--- config.mk ---
export PLATFORM = sky130hd
export DESIGN_NAME = adc_spi_master
export DESIGN_NICKNAME = d
export VERILOG_FILES = /design/src/rtl/adc_spi_master.sv
export SDC_FILE = /design/constraint.sdc
export NUM_CORES = 1
export LEC_CHECK = 0
export CORE_ASPECT_RATIO = 0.75
export CORE_MARGIN = 5
export CORE_UTILIZATION = 44
export CTS_BUF_LIST = sky130_fd_sc_hd__clkbuf_16
export CTS_CLUSTER_SIZE = 10
export DETAILED_ROUTE_END_ITERATION = 7
export PLACE_DENSITY = 0.64
export RECOVER_POWER = 50
export SETUP_SLACK_MARGIN = 0.1
export SKIP_CTS_REPAIR_TIMING = 1
export SYNTH_ARGS = -nofsm -noshare
export SYNTH_HDL_FRONTEND = slang
export SYNTH_SLANG_ARGS = --single-unit
--- constraint.sdc ---
create_clock -name CLK -period 5.8 [get_ports CLK]
set_clock_uncertainty 0.2 [all_clocks]
set_input_delay 1.16 -clock CLK [delete_from_list [all_inputs] [get_ports CLK]]
set_output_delay 1.16 -clock CLK [all_outputs]
set_load 0.005 [all_outputs]
--- src/rtl/adc_spi_master.sv ---
// rtl/adc_spi_master.sv - SPI master that reads 12-bit conversions from a MAX11131-style ADC
//
// Generates nCS and a divided, registered SCLK, shifts DOUT in MSB first and
// presents each conversion as a parallel word with a valid/ready handshake.
//
// Ports:
//   CLK          system clock, rising edge
//   RST          asynchronous active-high reset
//   EN           1 = convert continuously, 0 = finish current frame then idle
//   nCS          ADC chip select (active low), falling edge samples the input
//   SCLK         ADC serial clock, idles high
//   DOUT         ADC serial data, changes on SCLK falling edge
//   sample       last received 12-bit conversion
//   sample_valid sample holds an unconsumed result
//   sample_ready consumer accepts sample when sample_valid && sample_ready
//   overrun      sticky, an unconsumed result was overwritten
//   frame_err    one-cycle pulse, framing zeros violated in the last frame
//   busy         high whenever the controller is not idle
module adc_spi_master #(
  parameter int CLK_DIV    = 2,   // CLK cycles per SCLK half-period, 2..255
  parameter int FRAME_BITS = 16   // SCLK cycles per frame, fixed at 16
) (
  input  logic        CLK,
  input  logic        RST,
  input  logic        EN,
  output logic        nCS,
  output logic        SCLK,
  input  logic        DOUT,
  output logic [11:0] sample,
  output logic        sample_valid,
  input  logic        sample_ready,
  output logic        overrun,
  output logic        frame_err,
  output logic        busy
);

  typedef enum logic [1:0] {
    ST_IDLE     = 2'd0,
    ST_CS_SETUP = 2'd1,
    ST_SHIFT    = 2'd2,
    ST_DONE     = 2'd3
  } state_t;

  localparam logic [7:0] DIV_LAST = 8'(CLK_DIV - 1);
  localparam logic [4:0] K_LAST   = 5'(FRAME_BITS);
  localparam logic [4:0] K_CS_UP  = 5'd14;

  state_t      state, state_d;
  logic [7:0]  div_cnt, div_d;
  logic [4:0]  bit_cnt, k_d;
  logic        sclk_d, ncs_d;
  logic        capture;
  logic        div_last;
  // shreg[14] = leading zero, [13:2] = D11..D0, [1:0] = trailing zeros
  logic [14:0] shreg;

  always_comb begin
    state_d  = state;
    div_d    = div_cnt;
    k_d      = bit_cnt;
    sclk_d   = SCLK;
    ncs_d    = nCS;
    capture  = 1'b0;
    div_last = (div_cnt == DIV_LAST);
    case (state)
      ST_IDLE: begin
        ncs_d  = 1'b1;
        sclk_d = 1'b1;
        div_d  = 8'd0;
        k_d    = 5'd0;
        if (EN) begin
          state_d = ST_CS_SETUP;
          ncs_d   = 1'b0;
        end
      end
      ST_CS_SETUP: begin
        if (div_last) begin
          state_d = ST_SHIFT;
          div_d   = 8'd0;
          k_d     = 5'd1;
          sclk_d  = 1'b0;
        end else begin
          div_d = div_cnt + 8'd1;
        end
      end
      ST_SHIFT: begin
        if (!div_last) begin
          div_d = div_cnt + 8'd1;
        end else begin
          div_d = 8'd0;
          if (!SCLK) begin
            // End of low phase: rising SCLK edge samples DOUT. Bit 16 is
            // high-Z on the ADC side and is never captured.
            sclk_d  = 1'b1;
            capture = (bit_cnt != K_LAST);
            if (bit_cnt == K_CS_UP) ncs_d = 1'b1;
          end else if (bit_cnt == K_LAST) begin
            state_d = ST_DONE;
            k_d     = 5'd0;
          end else begin
            sclk_d = 1'b0;
            k_d    = bit_cnt + 5'd1;
          end
        end
      end
      ST_DONE: begin
        ncs_d  = 1'b1;
        sclk_d = 1'b1;
        if (EN) begin
          state_d = ST_CS_SETUP;
          ncs_d   = 1'b0;
        end else begin
          state_d = ST_IDLE;
        end
      end
      default: state_d = ST_IDLE;
    endcase
  end

  always_ff @(posedge CLK or posedge RST) begin
    if (RST) begin
      state        <= ST_IDLE;
      div_cnt      <= 8'd0;
      bit_cnt      <= 5'd0;
      nCS          <= 1'b1;
      SCLK         <= 1'b1;
      shreg        <= 15'd0;
      sample       <= 12'd0;
      sample_valid <= 1'b0;
      overrun      <= 1'b0;
      frame_err    <= 1'b0;
      busy         <= 1'b0;
    end else begin
      state     <= state_d;
      div_cnt   <= div_d;
      bit_cnt   <= k_d;
      nCS       <= ncs_d;
      SCLK      <= sclk_d;
      busy      <= (state_d != ST_IDLE);
      frame_err <= 1'b0;
      if (capture) shreg <= {shreg[13:0], DOUT};
      if (state == ST_DONE) begin
        // A new result wins over a same-cycle consume.
        sample       <= shreg[13:2];
        sample_valid <= 1'b1;
        if (sample_valid && !sample_ready) overrun <= 1'b1;
        frame_err    <= shreg[14] | shreg[1] | shreg[0];
      end else if (sample_valid && sample_ready) begin
        sample_valid <= 1'b0;
      end
    end
  end

endmodule

==> impl_results.md <==
- Placed instance area: 2580 um2
- All-Layer GR Usage: 0.142
- VDD IR-drop max: 302 uV
- Total Power: 0.000971 W
- Synth Warn #: 0
- Achievable Freq: 323 MHz
- Antenna cells: 0
- Final ANT Viol Nets: 0
- Drt wl/cell: 15.6 um
- Max-cap violations: 1
- Root Buffer: clkbuf_16
- HPWL Detailed: 3.00 mm
- Pleak: 1.25 nW
- H-tree levels: 2
- WP data arrival: 2.96 ns
- Worst Setup End Kind: async pin
- Critical path buffers and inverters: 2
- Crit path max fanout: 48
- Critical path depth: 2
- Core region area: 4980 um2
- Async SR Flop Fraction: 1.00
- Clock buffer depth: 2
- Io pins: 23
- IO Port Bufs: 22
- Number of global-route vias before repair: 1560
- Commonest non-fill, non-tap cell in the layout: dfrtp_1
- Worst-margin pin slew: 1.76 ns
- Worst Hold Class: flip-flop to flip-flop
- WP data required: 5.66 ns
- Clk sinks: 48
- Critical Path Max Stage Delay: 1.25 ns
- Post-Synthesis Cells: 183
- Total number of vias: 1490
- Yosys reg bits: 48
- Complex-gate fraction of the synthesized area: 0.0758
- Met3 usage: 0.0443
- Routed WL: 4.33 mm
- Average instance area after synthesis: 12.6 um2
- FP Rows: 22
- Final setup fails: 0
- Critical-path cell list: dlygate4sd3_1 -> inv_1
- Synth-to-layout area growth: 17.0%
- Initial antenna violation count: 0
- Die footprint: 6820 um2
- Largest family of logic cells by synthesized area: multiplexers
- Layout cells sized above 1: 0.204
- Final Cell Area: 2710 um2
- R2R depth: 4
- Worst rel slew slack: -0.175
- First-pass GRT wire length: 7.59 mm
- Final Hold Fails: 0
- TritonRoute pass-1 iters: 4
- Setup TNS Final: 0 ns
- XOR/XNOR share of the synthesized area: 0.0227
- Clock slew seen by the registers of the worst setup and hold paths: 0.07 ns
- Vias per cell: 5.36
- Worst path top cell family by delay: buffers and inverters
- Slowest CP cell: inv_1
- Post-synthesis sequential area ratio: 0.521
- Cell area after synthesis: 2310 um2
- Final period util: 0.534
- Gpl congestion: 0.876
- Largest net degree at the start of global routing: 49
- EDFF count, synth: 0
- Hold Path Depth: 1
- Gr ovfl total: 0
- Post-route minimum period: 3.10 ns
- Mux share of post-synthesis cell area: 0.161
- Die height: 72.8 um
- Synthesized Nets: 198
- CTS tree: yes
- Status: finished with violations
- RSZ-0062 raised after global routing: no
- Type of element launching the critical path: primary input
- Initial DRC Count: 71
- Power Dens Cells: 359 nW/um2
- Most Crowded Layer GR: met2
- Post-synth cell types: 47
- Die Width: 93.7 um
- DRC viols: 0
- Post-Synth Adder-Cell Area: 0.0541
- TritonCTS buffer count: 5
- Starting density of the core: 0.464
- Worst-Skew Late Latency: 0.29 ns
- Nets: 221
- Final Slew Violations: 49
- Post-Synth Simple-Gate Area: 0.133
- Met1 GRT Util: 0.184
- Ys flop type: dfrtp_1
- Commonest non-fill, non-tap cells in the layout: 46 x dfrtp_1, 18 x clkdlybuf4s50_1, 17 x mux2_2
- Met2 Usage GRT: 0.233
- Setup Crit Path Kind: primary input to async pin
- Failing checks: capacitance limit, slew limit
## Yosys cell counts (2+ instances only)
cell type,count,area [um2]
o31ai_1,2,15.0
clkbuf_1,4,15.0
nand2b_1,3,18.8
a21oi_1,2,10.0
nor4_1,2,12.5
a31oi_1,4,25.0
nor2_1,12,45.0
and3_1,3,18.8
o21ai_0,5,25.0
or3_1,2,12.5
dfrtp_1,46,1150
mux2i_1,3,30.0
inv_1,10,37.5
mux2_2,17,191
xor2_1,2,17.5
nand2_1,9,33.8
dfstp_2,2,52.6
ha_1,10,125
xnor2_1,4,35.0
nand4b_1,4,35.0
mux2_4,10,150
a31o_2,2,17.5
## per-stage QoR
stage	hold slack, ns	instances	setup slack [ns]	util
3_3_place_gp	0.248	271	3.12	0.519
6_report	0.269	278	2.70	0.543
2_1_floorplan	0.255	183	3.30	-
4_1_cts	0.268	278	3.04	0.546
3_5_place_dp	0.254	271	3.04	0.519
5_1_grt	0.274	278	2.17	0.543
## cells by family after synthesis
| kind of cell | count (synthesis) |
|---|---|
| xor+xnor | 6 |
| simple gates | 48 |
| mux | 30 |
| fa+ha+maj | 10 |
| compound gates | 25 |
| flops | 48 |
| buf+inv | 16 |
## layout make-up
cell class                      count  area, um2
Timing Repair Buffer               22        220
Fill cell                         412       2280
Tap cell                           72       90.1
Inverter                           10       37.5
Sequential cell                    48       1200
Clock buffer                        5        125
Clock inverter                      2       12.5
Multi-Input combinational cell    119       1020
## state kept, by name (all words and copies together), names as in the netlist
| register | cells |
|---|---|
| SCLK | 1 |
| sample | 12 |
| sample_valid | 1 |
| bit_cnt | 5 |
| state | 2 |
| frame_err | 1 |
| div_cnt | 8 |
| shreg | 15 |
| overrun | 1 |
| nCS | 1 |
| busy | 1 |
## report_power, final
part | switching [W] | internal (W)
registers | 0.0000376 | 0.000377
clock network | 0.000119 | 0.000157
logic | 0.000154 | 0.000127
## path summary, 6_finish.rpt
kind / to / start / slack, ns
max: shreg[10] / RST / 2.70
min: overrun / overrun / 0.27
max reg2reg: shreg[10] / div_cnt[5] / 3.07
min reg2reg: overrun / overrun / 0.27
max in group CLK: SCLK / SCLK / 3.06
min in group asynchronous: div_cnt[5] / RST / 1.68
## per-layer routing
| metal | wire length, um | vias up |
|---|---|---|
| li1 | - | 694 |
| met1 | 2020 | 746 |
| met2 | 2060 | 43 |
| met3 | 203 | 7 |
| met4 | 54 | 0 |
| met5 | 0 | - |
Note: power is estimated with default switching activity, not from simulation.
